==> src/rtl/jedro_1_mem_arbiter.sv <==
// Round-robin arbiter sharing one single-port, byte-writable RAM between the
// jedro_1 instruction fetch (m0) and load/store (m1) ports, one-cycle responses.
module jedro_1_mem_arbiter #(
  parameter int unsigned DATA_WIDTH = 32,
  parameter int unsigned ADDR_WIDTH = 32,
  parameter int unsigned MEM_WORDS  = 1024
) (
  input  logic                         clk_i,
  input  logic                         rst_i,
  input  logic                         m0_req_i,
  input  logic [ADDR_WIDTH-1:0]        m0_addr_i,
  output logic                         m0_gnt_o,
  output logic                         m0_rvalid_o,
  output logic [DATA_WIDTH-1:0]        m0_rdata_o,
  output logic                         m0_err_o,
  input  logic                         m1_req_i,
  input  logic [ADDR_WIDTH-1:0]        m1_addr_i,
  input  logic                         m1_we_i,
  input  logic [DATA_WIDTH/8-1:0]      m1_be_i,
  input  logic [DATA_WIDTH-1:0]        m1_wdata_i,
  output logic                         m1_gnt_o,
  output logic                         m1_rvalid_o,
  output logic [DATA_WIDTH-1:0]        m1_rdata_o,
  output logic                         m1_err_o,
  output logic                         ram_en_o,
  output logic [DATA_WIDTH/8-1:0]      ram_we_o,
  output logic [$clog2(MEM_WORDS)-1:0] ram_addr_o,
  output logic [DATA_WIDTH-1:0]        ram_wdata_o,
  input  logic [DATA_WIDTH-1:0]        ram_rdata_i
);

  localparam int unsigned BE_W  = DATA_WIDTH / 8;
  localparam int unsigned OFF_W = $clog2(BE_W);
  localparam int unsigned IDX_W = $clog2(MEM_WORDS);
  localparam int unsigned TOP_SHIFT = IDX_W + OFF_W;

  // 1 = m1 was granted most recently, so m0 wins the next conflict
  logic last_grant;
  logic resp_valid;
  logic resp_owner;
  logic resp_err;
  logic resp_is_write;

  logic                  any_gnt;
  logic                  in_range;
  logic [ADDR_WIDTH-1:0] sel_addr;
  logic [DATA_WIDTH-1:0] resp_rdata;

  // Combinational grant and RAM request path; nothing is granted during reset
  always_comb begin
    m0_gnt_o    = 1'b0;
    m1_gnt_o    = 1'b0;
    sel_addr    = '0;
    any_gnt     = 1'b0;
    in_range    = 1'b0;
    ram_en_o    = 1'b0;
    ram_we_o    = '0;
    ram_addr_o  = '0;
    ram_wdata_o = '0;

    if (!rst_i) begin
      if (m0_req_i && m1_req_i) begin
        m0_gnt_o = last_grant;
        m1_gnt_o = !last_grant;
      end else begin
        m0_gnt_o = m0_req_i;
        m1_gnt_o = m1_req_i;
      end
    end

    any_gnt  = m0_gnt_o || m1_gnt_o;
    sel_addr = m1_gnt_o ? m1_addr_i : m0_addr_i;
    in_range = ((sel_addr >> TOP_SHIFT) == '0);

    if (any_gnt && in_range) begin
      ram_en_o    = 1'b1;
      ram_we_o    = (m1_gnt_o && m1_we_i) ? m1_be_i : '0;
      ram_addr_o  = IDX_W'(sel_addr >> OFF_W);
      ram_wdata_o = m1_wdata_i;
    end
  end

  // Arbitration history and the single-entry response register
  always_ff @(posedge clk_i or posedge rst_i) begin
    if (rst_i) begin
      last_grant    <= 1'b1;
      resp_valid    <= 1'b0;
      resp_owner    <= 1'b0;
      resp_err      <= 1'b0;
      resp_is_write <= 1'b0;
    end else begin
      resp_valid <= any_gnt;
      if (any_gnt) begin
        last_grant    <= m1_gnt_o;
        resp_owner    <= m1_gnt_o;
        resp_err      <= !in_range;
        resp_is_write <= m1_gnt_o && m1_we_i;
      end
    end
  end

  // Route the response to its owner; only in-range reads carry RAM data
  always_comb begin
    resp_rdata  = (resp_valid && !resp_err && !resp_is_write) ? ram_rdata_i : '0;
    m0_rvalid_o = resp_valid && !resp_owner;
    m1_rvalid_o = resp_valid && resp_owner;
    m0_rdata_o  = m0_rvalid_o ? resp_rdata : '0;
    m1_rdata_o  = m1_rvalid_o ? resp_rdata : '0;
    m0_err_o    = m0_rvalid_o && resp_err;
    m1_err_o    = m1_rvalid_o && resp_err;
  end

endmodule
==> config.mk <==
export PLATFORM = sky130hd
export DESIGN_NAME = jedro_1_mem_arbiter
export DESIGN_NICKNAME = d
export VERILOG_FILES = /design/src/rtl/jedro_1_mem_arbiter.sv
export SDC_FILE = /design/constraint.sdc
export NUM_CORES = 1
export LEC_CHECK = 0
export ABC_CLOCK_PERIOD_IN_PS = 1530
export CAP_MARGIN = 15
export CORE_AREA = 4 4 95 97
export CTS_CLUSTER_DIAMETER = 80
export CTS_CLUSTER_SIZE = 25
export DETAILED_ROUTE_END_ITERATION = 10
export DIE_AREA = 0 0 99 101
export PLACE_DENSITY = 0.8
export SYNTH_ARGS = -nofsm -noshare
export SYNTH_HDL_FRONTEND = slang
export SYNTH_SLANG_ARGS = --single-unit
==> constraint.sdc <==
create_clock -name clk_i -period 1.53 [get_ports clk_i]
set_input_delay 0.306 -clock clk_i [delete_from_list [all_inputs] [get_ports clk_i]]
set_output_delay 0.306 -clock clk_i [all_outputs]
set_load 0.005 [all_outputs]
Yosys cells after proc, flatten, opt, wreduce, memory -nomap -nowiden

Index checks and enable logic that the tools add are counted.

Latch bits: 0
Bits in read-only memories: 0
Bits in writable memories: 0
Input bits: 137
Register bits: 5
Memories kept: 0

Multiplexer cells: 13
Shifts and indexed selects: 0
Divide/modulo/power cells: 0
Equality and inequality tests: 0
Reduce and logical (&&, ||, !) cells: 16
Multiply operators: 0
Add/subtract/negate cells: 0
$lt $le $gt $ge: 0
Bitwise gates (word level): 0

Operators by type and width:

| operator           | number |
|---|---|
| 2-to-1 mux 32 bit  | 5 |
| logical NOT 32 bit | 1 |
| 2-to-1 mux 10 bit  | 1 |
| logical AND 1 bit  | 9 |
| 2-to-1 mux 4 bit   | 2 |
| logical NOT 1 bit  | 5 |
| 2-to-1 mux 1 bit   | 5 |
| logical OR 1 bit   | 1 |

Longest topological paths before layout

Depth in word-level cells: 7
Depth in mapped cells: 6

Worst setup path after synthesis

No wires, ideal clock.

Kind: register to output
Start point: reg last_grant
End point: out ram_wdata_o[10]
Setup slack: -112 ps
Arrival time: 1336 ps
Cell stages (with the launch flop): 7
Cells stage by stage: dfstp_2 -> a21boi_2 -> nand2_1 -> inv_2 -> mux2i_4 -> buf_6 -> nor3b_2

Longest elaborated chain between the ends: 7
Elaborated cells on any way between the ends: 10
Those cells by class: 6 x mux; 4 x reduce/logical

Ends and longest elaborated chain:

| what                     | line | RTL |
|---|---|---|
| start: declaration       | 38   | `logic last_grant;` |
| start signal: assignment | 94   | `last_grant <= m1_gnt_o;` |
| logical NOT 1 bit        | 64   | `m1_gnt_o = !last_grant;` |
| 2-to-1 mux 1 bit         | 62   | `if (m0_req_i && m1_req_i) begin` |
| 2-to-1 mux 1 bit         | 61   | `if (!rst_i) begin` |
| 2-to-1 mux 32 bit        | 72   | `sel_addr = m1_gnt_o ? m1_addr_i : m0_addr_i;` |
| logical NOT 32 bit       | 73   | `in_range = ((sel_addr >> TOP_SHIFT) == '0);` |
| logical AND 1 bit (*)    | 75   | `if (any_gnt && in_range) begin` |
| 2-to-1 mux 32 bit (*)    | 75   |  |
| end: declaration         | 28   | `output logic [DATA_WIDTH-1:0] ram_wdata_o,` |

Every way passes the cells marked *; elsewhere a longest branch is shown, timed or not.

Worst setup path in the final report

Ends and elaborated chain as after synthesis.

==> impl_metrics.yaml <==
clock_network:
  clk_latency_ns: 0.22
  postCtsHoldBufs: 0
  clockBufferDepth: 2
  cts_tree: "yes"
  cts_root_buf: "clkbuf_8"
  clock-sinks: 5
  htree_num_levels: 1
  numCtsBuffers: 3
  clk_pin_slew_ns: 0.04
timing:
  max_freq_ghz: 0.447
  maxSlewHeadroom_pct: 78.2
  hold_viol: 0
  slew_viol_final: 0
  setup_viol: 113
  skew_ns: 0.00271
  rsz0062_at_grt: "yes"
  worst_slew_pin_slew_ns: 0.320
  fin_crit_ns: 2.24
  period_share_pct: 146
  fin_ws_ns: -0.708
finish:
  final_common_cell: "buf_6"
  area_delta_synth_final_pct: 252
  final_cell_mix: "buf_6 (96), clkdlybuf4s50_1 (89), and2_4 (63)"
  drive_gt1_share_pct: 66.3
  num_antenna_cells: 0
  final_cells: 621
  final_net_count: 654
floorplanning:
  ioPinCount: 254
  die_h_um: 101
  core_um2: 8130
  die-area_um2: 10000
  chipWidth_um: 99
  rows: 33
  initial_core_util_pct: 18.7
pwr:
  p_int_uw: 727
  p_comb_share_pct: 58.8
  pwr-share-seq_pct: 16.7
  power_frac_clock_pct: 24.5
  vdd_drop_max_mv: 0.195
  p_leak_nw: 2.42
  switching_share_pct: 25.6
  switching_power_uw: 250
  p_per_area_nw_per_um2: 183
worst_hold_path:
  hp-class: "in -> async"
place:
  pre_cts_ws_ns: -1.28
  port_buffers: 249
  gp_congestion: 0.859
  hpwl_mm: 7.13
  dp.cells: 549
setup_path:
  cp-end-kind: "output port"
  critPathRequiredTime_ns: 1.22
  cp.arrival_ns: 1.93
  path_max_fanout: 4
  critPathKind: "reg -> out"
  crit_path_start_kind: "flip-flop"
flow_run:
  drv_cap: 0
grt:
  track_usage_pct: 19.8
  grt_pass1_vias: 3056
  grt_overflow: 0
  grt_pass1_wl_mm: 15.8
  grt_max_degree: 13
  antenna_found_initial: 0
synth:
  syn_area_per_cell_um2: 7.78
  synth.top_cell.area_share_pct: 28.9
  ys_top_cells_by_area: "and2_1 (29%), nor3b_2 (25%), nand3_1 (6.9%)"
  ys_warn_count: 0
  synth_top_area_cell: "and2_1"
  seq_area_frac_synth_pct: 8.33
  postSynthCellCount: 195
  syn_nets: 332
  synth_cell_types: 27
  ys_ff_latch: 5
  synth_area_um2: 1520
drt:
  drc: 0
  post_drt_via_cell_ratio: 4.52
  drt_pre_antenna_iters: 4
  post_drt_wl_per_cell_um: 18.3
  wl_mm: 11.4
  drt_iter0_markers: 40
  final_antenna_net_count: 0
  via_count: 2805
outcome:
  violations: "negative setup slack"
  status: "complete, but fails checks"
[worst paths after layout]
path                                   startpoint                     end  slack, ns  cells past startpoint
max                        last_grant$_DFFE_PP1P_         ram_wdata_o[10]      -0.71                      9
max reg2reg                last_grant$_DFFE_PP1P_    resp_err$_DFFE_PP0P_      -0.18                      8
min reg2reg                last_grant$_DFFE_PP1P_  last_grant$_DFFE_PP1P_       0.51                      2
min                                         rst_i    resp_valid$_DFF_PP0_       0.24                      3
min in group clk_i         last_grant$_DFFE_PP1P_  last_grant$_DFFE_PP1P_       0.51                      2
max in group asynchronous                   rst_i  last_grant$_DFFE_PP1P_       1.13                      3
[worst max-delay path, cell delays in order, from the launching register on]
cell,delay [ns]
dfstp_2,0.58
a21boi_4,0.08
nand2_2,0.11
inv_4,0.05
mux2i_4,0.22
buf_6,0.14
buf_12,0.11
buf_16,0.13
nor3b_4,0.15
buf_2,0.13
[metal layers]
| layer | up-vias | wire (µm) | global-route usage (%) |
|---|---|---|---|
| li1 | 1327 | - | - |
| met1 | 1293 | 4100 | 21.6 |
| met2 | 165 | 6190 | 38.6 |
| met3 | 20 | 891 | 4.36 |
| met4 | 0 | 204 | 4.41 |
| met5 | - | 0 | 0 |
[cells in the mapped netlist]
cell and instances:
a2111oi_2 1, a21boi_2 1, a21o_1 1, a21oi_1 10
and2_1 70, and3_1 1, and4_1 2, buf_2 4
buf_6 7, clkbuf_1 7, dfrtp_1 4, dfstp_2 1
inv_1 3, inv_2 1, mux2i_4 1, nand2_1 8
nand3_1 21, nand4_1 1, nor2_1 2, nor2b_2 1
nor3b_1 4, nor3b_2 30, nor4_1 5, nor4_2 5
o211ai_1 1, o21ai_0 2, o22a_1 1
[kinds of logic after synthesis]
logic type             after synthesis  synth area share, %
AO/OA/AOI/OAI                       17                 7.26
buffers and inverters               22                 9.23
flip-flops                           5                 8.33
multiplexers                         1                 1.48
AND/OR/NAND/NOR                    150                 73.7
[final cells by class]
class | instances | area [µm²]
inverters | 4 | 17.5
multi-input cells | 168 | 1630
well taps | 105 | 131
clock buffers | 4 | 45.0
flip-flops and latches | 5 | 128
fillers | 678 | 2790
repair buffers | 335 | 3390
[power by group through the flow]
stage                     clock network [mW]  registers, mW  logic (mW)
after floorplan                            0          0.158      0.0792
after global placement                     0          0.160       0.482
after detailed placement                   0          0.162       0.489
after CTS                              0.246          0.162       0.534
after global routing                   0.260          0.165       0.606
final                                  0.240          0.163       0.574
[registers in the layout (all words and copies together) (netlist names)]
register       flops
resp_is_write      1
resp_owner         1
resp_valid         1
resp_err           1
last_grant         1
[per-stage QoR]
stage / area [µm²] / util [%] / total power, mW / TNS [ns] / hold slack [ns]
detailed placement: 4210 / 51.8 / 0.651 / -82.85 / 0.487
finish: 5340 / 65.7 / 0.977 / -55.40 / 0.238
global placement: 4210 / 51.8 / 0.642 / -79.10 / 0.475
global route: 5340 / 65.7 / 1.03 / -64.18 / 0.257
CTS: 4850 / 59.7 / 0.942 / -56.23 / 0.244
floorplan: 1530 / - / 0.237 / -3.27 / 0.113
[what timing repair did]
action                                  4_1_cts  5_1_grt
gates cloned                                 15        0
pin swaps                                    53       52
resized for setup                           588      175
endpoints found under the setup margin      118      118
setup buffers                                48       24
Note: power is estimated with default switching activity, not from simulation.
